`config.mk`:
```
export PLATFORM = sky130hd
export DESIGN_NAME = status_register_flat
export DESIGN_NICKNAME = d
export VERILOG_FILES = /design/src/rtl/status_register_if.sv /design/src/rtl/status_register.sv /design/src/flat_wrapper.sv
export SDC_FILE = /design/constraint.sdc
export NUM_CORES = 1
export LEC_CHECK = 0
export CAP_MARGIN = 20
export CORE_MARGIN = 5
export CORE_UTILIZATION = 35
export CTS_CLUSTER_DIAMETER = 50
export DETAILED_ROUTE_END_ITERATION = 8
export MAX_ROUTING_LAYER = met4
export PLACE_DENSITY = 0.87
export SYNTH_ARGS = -nofsm -noshare
export SYNTH_HDL_FRONTEND = slang
export SYNTH_SLANG_ARGS = --single-unit
```
`constraint.sdc`:
```
create_clock -name clk -period 1.2 [get_ports clk]
set_clock_uncertainty 0.15 [all_clocks]
set_input_delay 0.3 -clock clk [delete_from_list [all_inputs] [get_ports clk]]
set_output_delay 0.3 -clock clk [all_outputs]
set_load 0.1 [all_outputs]
```
`src/rtl/status_register_if.sv`:
```
// Bundles the flag-update bus between the instruction sequencer/ALU side and the
// 6502 processor status register, plus the flag and interrupt outputs fed back.
interface status_register_if;
    logic [2:0] op;
    logic [3:0] flag_mask;
    logic [2:0] flag_sel;
    logic       flag_carry;
    logic       flag_zero;
    logic       flag_neg;
    logic       flag_overflow;
    logic [7:0] data_in;
    logic       brk_push;
    logic       instr_done;
    logic       irq_line;
    logic [7:0] p_out;
    logic [7:0] push_byte;
    logic       carry_out;
    logic       decimal_out;
    logic       irq_mask_eff;
    logic       irq_take;

    modport master (
        output op, flag_mask, flag_sel, flag_carry, flag_zero, flag_neg,
               flag_overflow, data_in, brk_push, instr_done, irq_line,
        input  p_out, push_byte, carry_out, decimal_out, irq_mask_eff, irq_take
    );

    modport slave (
        input  op, flag_mask, flag_sel, flag_carry, flag_zero, flag_neg,
               flag_overflow, data_in, brk_push, instr_done, irq_line,
        output p_out, push_byte, carry_out, decimal_out, irq_mask_eff, irq_take
    );
endinterface

```
`src/rtl/status_register.sv`:
```
// 6502 processor status (P) register: applies one registered flag update per cycle
// and tracks the instruction-delayed IRQ mask used by the interrupt sequencer.
module status_register #(
    parameter logic [7:0] RESET_P = 8'h24
) (
    input logic         clk,
    input logic         reset,
    status_register_if.slave bus
);

    typedef enum logic [2:0] {
        OP_HOLD = 3'd0,
        OP_ALU  = 3'd1,
        OP_LOAD = 3'd2,
        OP_SET  = 3'd3,
        OP_CLR  = 3'd4,
        OP_BIT  = 3'd5,
        OP_INT  = 3'd6,
        OP_RSVD = 3'd7
    } op_t;

    op_t  op;
    logic flag_n, flag_v, flag_d, flag_i, flag_z, flag_c;
    logic flag_n_next, flag_v_next, flag_d_next, flag_i_next, flag_z_next, flag_c_next;
    logic irq_mask_q, irq_mask_next;
    logic sel_value;
    logic unused_data_bits;

    assign op               = op_t'(bus.op);
    assign sel_value        = (op == OP_SET);
    assign unused_data_bits = ^bus.data_in[5:4];

    always_comb begin
        flag_n_next = flag_n;
        flag_v_next = flag_v;
        flag_d_next = flag_d;
        flag_i_next = flag_i;
        flag_z_next = flag_z;
        flag_c_next = flag_c;

        case (op)
            OP_ALU: begin
                if (bus.flag_mask[3]) flag_n_next = bus.flag_neg;
                if (bus.flag_mask[2]) flag_v_next = bus.flag_overflow;
                if (bus.flag_mask[1]) flag_z_next = bus.flag_zero;
                if (bus.flag_mask[0]) flag_c_next = bus.flag_carry;
            end
            OP_LOAD: begin
                flag_n_next = bus.data_in[7];
                flag_v_next = bus.data_in[6];
                flag_d_next = bus.data_in[3];
                flag_i_next = bus.data_in[2];
                flag_z_next = bus.data_in[1];
                flag_c_next = bus.data_in[0];
            end
            OP_SET, OP_CLR: begin
                // Indices 4 and 5 name the unstored B and constant bits, so they are ignored
                case (bus.flag_sel)
                    3'd0:    flag_c_next = sel_value;
                    3'd1:    flag_z_next = sel_value;
                    3'd2:    flag_i_next = sel_value;
                    3'd3:    flag_d_next = sel_value;
                    3'd6:    flag_v_next = sel_value;
                    3'd7:    flag_n_next = sel_value;
                    default: ;
                endcase
            end
            OP_BIT: begin
                flag_n_next = bus.data_in[7];
                flag_v_next = bus.data_in[6];
                flag_z_next = bus.flag_zero;
            end
            OP_INT: begin
                flag_i_next = 1'b1;
            end
            default: ;
        endcase
    end

    // The mask samples the pre-edge I so a CLI/SEI/PLP only takes effect one
    // instruction later; interrupt entry masks immediately regardless.
    always_comb begin
        irq_mask_next = irq_mask_q;
        if (op == OP_INT) begin
            irq_mask_next = 1'b1;
        end else if (bus.instr_done) begin
            irq_mask_next = flag_i;
        end
    end

    always_ff @(posedge clk or posedge reset) begin
        if (reset) begin
            flag_n     <= RESET_P[7];
            flag_v     <= RESET_P[6];
            flag_d     <= RESET_P[3];
            flag_i     <= RESET_P[2];
            flag_z     <= RESET_P[1];
            flag_c     <= RESET_P[0];
            irq_mask_q <= 1'b1;
        end else begin
            flag_n     <= flag_n_next;
            flag_v     <= flag_v_next;
            flag_d     <= flag_d_next;
            flag_i     <= flag_i_next;
            flag_z     <= flag_z_next;
            flag_c     <= flag_c_next;
            irq_mask_q <= irq_mask_next;
        end
    end

    assign bus.p_out        = {flag_n, flag_v, 1'b1, 1'b0, flag_d, flag_i, flag_z, flag_c};
    assign bus.push_byte    = {flag_n, flag_v, 1'b1, bus.brk_push, flag_d, flag_i, flag_z, flag_c};
    assign bus.carry_out    = flag_c;
    assign bus.decimal_out  = flag_d;
    assign bus.irq_mask_eff = irq_mask_q;
    assign bus.irq_take     = bus.irq_line & ~irq_mask_q;

endmodule

```
`src/flat_wrapper.sv`:
```
// flat-port wrapper written by rule: the top's interface ports become plain ports
module status_register_flat 
#(
    parameter logic [7:0] RESET_P = 8'h24
)
  (clk, reset, bus_op, bus_flag_mask, bus_flag_sel, bus_flag_carry, bus_flag_zero, bus_flag_neg, bus_flag_overflow, bus_data_in, bus_brk_push, bus_instr_done, bus_irq_line, bus_p_out, bus_push_byte, bus_carry_out, bus_decimal_out, bus_irq_mask_eff, bus_irq_take);
  status_register_if bus_i ();
  input logic clk;
  input logic reset;
  input wire logic [$bits(bus_i.op)-1:0] bus_op;
  input wire logic [$bits(bus_i.flag_mask)-1:0] bus_flag_mask;
  input wire logic [$bits(bus_i.flag_sel)-1:0] bus_flag_sel;
  input wire logic [$bits(bus_i.flag_carry)-1:0] bus_flag_carry;
  input wire logic [$bits(bus_i.flag_zero)-1:0] bus_flag_zero;
  input wire logic [$bits(bus_i.flag_neg)-1:0] bus_flag_neg;
  input wire logic [$bits(bus_i.flag_overflow)-1:0] bus_flag_overflow;
  input wire logic [$bits(bus_i.data_in)-1:0] bus_data_in;
  input wire logic [$bits(bus_i.brk_push)-1:0] bus_brk_push;
  input wire logic [$bits(bus_i.instr_done)-1:0] bus_instr_done;
  input wire logic [$bits(bus_i.irq_line)-1:0] bus_irq_line;
  output wire logic [$bits(bus_i.p_out)-1:0] bus_p_out;
  output wire logic [$bits(bus_i.push_byte)-1:0] bus_push_byte;
  output wire logic [$bits(bus_i.carry_out)-1:0] bus_carry_out;
  output wire logic [$bits(bus_i.decimal_out)-1:0] bus_decimal_out;
  output wire logic [$bits(bus_i.irq_mask_eff)-1:0] bus_irq_mask_eff;
  output wire logic [$bits(bus_i.irq_take)-1:0] bus_irq_take;
  assign bus_i.op = bus_op;
  assign bus_i.flag_mask = bus_flag_mask;
  assign bus_i.flag_sel = bus_flag_sel;
  assign bus_i.flag_carry = bus_flag_carry;
  assign bus_i.flag_zero = bus_flag_zero;
  assign bus_i.flag_neg = bus_flag_neg;
  assign bus_i.flag_overflow = bus_flag_overflow;
  assign bus_i.data_in = bus_data_in;
  assign bus_i.brk_push = bus_brk_push;
  assign bus_i.instr_done = bus_instr_done;
  assign bus_i.irq_line = bus_irq_line;
  assign bus_p_out = bus_i.p_out;
  assign bus_push_byte = bus_i.push_byte;
  assign bus_carry_out = bus_i.carry_out;
  assign bus_decimal_out = bus_i.decimal_out;
  assign bus_irq_mask_eff = bus_i.irq_mask_eff;
  assign bus_irq_take = bus_i.irq_take;
  status_register #(.RESET_P(RESET_P)) u_core (.clk(clk), .reset(reset), .bus(bus_i));
endmodule
```
Word level (Yosys, flattened, before mapping)
Index checks and enable logic that the tools add are counted.
- register bits: 7
- output and inout port bits: 20
- reductions and logical operators: 15
- equal/unequal tests: 21
- bitwise logic cells: 2
- multiplexer cells: 18
- operators by type and width (cell ; number):
    != test 2 bit, second input constant ; 9
    == test 3 bit, second input constant ; 5
    == test 3 x 2 -> 1 bit, second input constant ; 4
    2-to-1 mux 1 bit ; 12
    case mux 1 bit (3 select lines) ; 4
    AND reduction 3 bit ; 4
    nonzero test 3 bit ; 3
    == test 3 x 1 -> 1 bit, second input constant ; 2
    case mux 1 bit (4 select lines) ; 1
    AND reduction 2 bit ; 2
    nonzero test 2 bit ; 2
    nonzero test 4 bit ; 1
    OR reduction 2 bit ; 2
    zero test 3 bit ; 1
    != test 2 x 1 -> 1 bit, second input constant ; 1
    case mux 1 bit (2 select lines) ; 1
    bitwise AND 1 bit ; 1
    NOT 1 bit ; 1

Depth between registers and ports, before layout
- depth after elaboration: 4
- mapped depth: 5
- mapped depth without buffers: 4

Worst setup path after synthesis
OpenSTA, ideal clock, no wires.
- path type: flip-flop to output port
- start: register u_core.irq_mask_q (netlist: u_core.bus.irq_mask_eff)
- end: output bus_irq_take
- path slack: -1175 ps
- path buffers: 0
- arrival time: 1925 ps
- stages on the path, launching flop included: 2
- cells stage by stage: dfstp_2 > nor2b_1
- cells in the longest elaborated chain, start to end: 2
- RTL lines (item ; RTL line ; RTL):
    start, declared ; status_register.sv:25 ; logic irq_mask_q, irq_mask_next;
    start signal, assigned ; status_register.sv:107 ; irq_mask_q <= irq_mask_next;
    NOT 1 bit ; status_register.sv:116 ; assign bus.irq_take = bus.irq_line & ~irq_mask_q;
    bitwise AND 1 bit ; status_register.sv:116 ;
    end, declared ; flat_wrapper.sv:26 ; output wire logic [$bits(bus_i.irq_take)-1:0] bus_irq_take;
Every way passes these cells.

Worst setup path in the final report
Same ends and word-level chain as after synthesis.

==> metrics <==
Post-DRT Antenna Nets 0; remaining global-route overflow 0; largest net degree at the start of global routing 8; initial antenna violation count 0; TritonCTS Buffers 3; minimum clock period 1560 ps; clock buffer depth 2; syn avg cell area 8.70 sq um; Worst path max stage delay 650 ps; clk root buf clkbuf_4; delay-heaviest family, CP flip-flops; Die Span X 55.1 microns; slack of the critical path -364 ps; Synth Warn # 0; Max Slew Vio Count 0; fmax 0.639 GHz; share of layout cells above drive strength 1 61.6%; placed cell areas 0.00128 sq mm; Yosys cell types 27; Seq cells post-synth 7; std cell rows 16; total iterations of the first detailed-routing run 4; Starting Density 36.4%; vias 795; Worst R2R Start u_core.flag_n$_DFFE_PP0P_; Die H 55.1 microns; HP Class primary input to async pin; clk sink count 7; Vias/cell 5.23; Power, Total 2.26 mW; FILL cells 134; Final Cell Area 0.00149 sq mm; final setup fails 21; max cap viols 0; critical-path cell list nor2b_4 -> buf_12; synthesized netlist cell count 82; CTS tree built; status complete, but fails checks; static leakage 0.652 nW; dpl hpwl 1.96 mm; sequential share of the synthesized area 24.9%; I/O pin cnt 47; All-Layer GR Usage 19.4%; Worst-Skew Late Latency 260 ps; DR iter-0 viols 11; Crit Path Class flop to output pin; Critical Path RT 750 ps; Core ar. 0.00196 sq mm; Mapped Area 713 sq um; failing checks setup timing; DRC violations left 0; Critical Path Source u_core.bus.irq_mask_eff$_DFFE_PP1P_; crit path max fanout 3; first-pass GRT wire length 3.96 mm; htree depth 1; post-layout util 76.0%; clk slew on worst S/H paths 60 ps; Routed wire per std cell 18.0 microns; Worst Setup End Kind output pin; critical path launch point type flop; slowest CP cell dfstp_4; Synth-to-Final Area Change 109%; Die Area 0.00304 sq mm; number of port buffers 39; Fin. Hold Viols 0; routability cong. 0.894; vias in the first global route 836; Critical path buffers and inverters 1; drt total wl 2.74 mm; Worst VDD drop 1.10 mV; Setup Slack @ Placement -926 ps; Worst EP arrival 1110 ps; RSZ-0062 raised after global routing true; # diodes 0; Final #Nets 153; period utilisation layout 130%; Power Density 1510 mW/mm^2
## layer usage
layer,vias to the layer above,part of all wire (%),global-route usage (%),wire [microns]
met3,9,7.7,3.49,212
met4,0,3.1,13.0,85
li1,358,-,-,-
met5,-,0,-,0
met1,386,39,19.7,1060
met2,42,51,34.1,1390
## timing repair
action                     in CTS  in global routing
hold buffers                    0                  0
pin swaps                       8                  7
setup endpoints to repair      23                 21
gates resized for setup        64                 17
setup buffers                   4                  3
## cell usage after synthesis
library cell | instances | share of area (%)
nor2_1 | 5 | 2.6
a22oi_1 | 2 | 2.1
buf_6 | 1 | 1.6
or3b_2 | 1 | 1.2
dfstp_2 | 2 | 7.4
conb_1 | 2 | 1.1
a221o_1 | 1 | 1.4
inv_1 | 2 | 1.1
nand3_1 | 1 | 0.70
and2b_1 | 1 | 1.1
nor2b_1 | 3 | 2.6
mux2_4 | 2 | 4.2
nand2b_4 | 2 | 3.9
o22ai_1 | 2 | 1.8
o21ai_1 | 1 | 0.70
buf_4 | 18 | 19
mux2_1 | 4 | 6.3
o21ai_0 | 4 | 2.8
dfrtp_1 | 5 | 18
or3_1 | 1 | 0.88
nand2_1 | 4 | 2.1
mux2i_4 | 1 | 3.2
a2bb2oi_1 | 1 | 1.2
a21oi_1 | 10 | 7.0
a221oi_1 | 3 | 3.7
nand3b_1 | 2 | 2.1
and2_1 | 1 | 0.88
## power breakdown
part           leakage (nW)  switching (mW)  total [mW]  internal, mW
Clock                0.0150          0.0992       0.227         0.128
Combinational         0.562            1.00        1.63         0.629
Sequential           0.0748          0.0967       0.401         0.304
## worst register-to-register path: cells and delay by family (launching register included)
| family | cells | cell delay, ps |
|---|---|---|
| mux | 1 | 260 |
| buf+inv | 1 | 150 |
| flops | 1 | 440 |
## registers in the layout, summed over array words and instances (netlist names)
register	cells
u_core.bus.carry_out	1
u_core.bus.decimal_out	1
u_core.bus.irq_mask_eff	1
u_core.flag_i	1
u_core.flag_n	1
u_core.flag_v	1
u_core.flag_z	1
## final cells by class
type                            instances  area, sq um  share of cell area (%)
Clock buffer                            4         26.3                    1.76
Timing Repair Buffer                   57          729                    48.9
Sequential cell                         7          193                    12.9
Tap cell                               27         33.8                    2.27
Inverter                                2         7.51                   0.503
Multi-Input combinational cell         55          502                    33.6
## kinds of logic (layout without fill, tap and decap cells)
group | Yosys count | in the layout | synth area share (%)
AO/OA/AOI/OAI | 24 | 24 | 20.7
flip-flops | 7 | 7 | 24.9
AND/OR/NAND/NOR | 21 | 21 | 18.1
multiplexers | 7 | 7 | 13.7
buffers and inverters | 21 | 63 | 21.6
other | 2 | 3 | 1.05
## layout by cell type (no fill, tap or decap), types with 2 or more instances in the layout
cell type         n
a22oi_2           2
clkbuf_4          4
nor2b_4           2
dfrtp_2           3
a21oi_1           6
buf_4            11
clkdlybuf4s50_1   9
inv_1             2
buf_8             3
nand2b_4          2
mux2_4            5
conb_1            3
buf_12           17
dlygate4sd2_1     3
nand3b_1          2
o21ai_1           2
a221oi_2          3
a21oi_2           3
o21ai_0           2
dfrtp_4           2
o22ai_1           2
nand2_1           4
buf_6             7
clkdlybuf4s15_1   3
nor2_1            4
## metrics by stage
stage	hold WS, ps	setup TNS [ps]	cells
floorplan	-48.0	-1850	83
global placement	403	-5670	141
detailed placement	405	-6230	141
CTS	132	-4030	149
global route	165	-4370	152
finish	128	-3940	152
## path summary, 6_finish.rpt
| path | endpoint | slack (ps) | cells past startpoint |
|---|---|---|---|
| max reg2reg | u_core.flag_n$_DFFE_PP0P_ | 80 | 2 |
| max | bus_irq_take | -360 | 2 |
| min reg2reg | u_core.flag_z$_DFFE_PP0P_ | 450 | 1 |
| min in group clk | u_core.flag_i$_DFFE_PP1P_ | 350 | 5 |
| max in group asynchronous | u_core.flag_i$_DFFE_PP1P_ | 500 | 2 |
| min | u_core.bus.decimal_out$_DFFE_PP0P_ | 130 | 2 |
No activity file was read; power rests on OpenSTA's default activity.
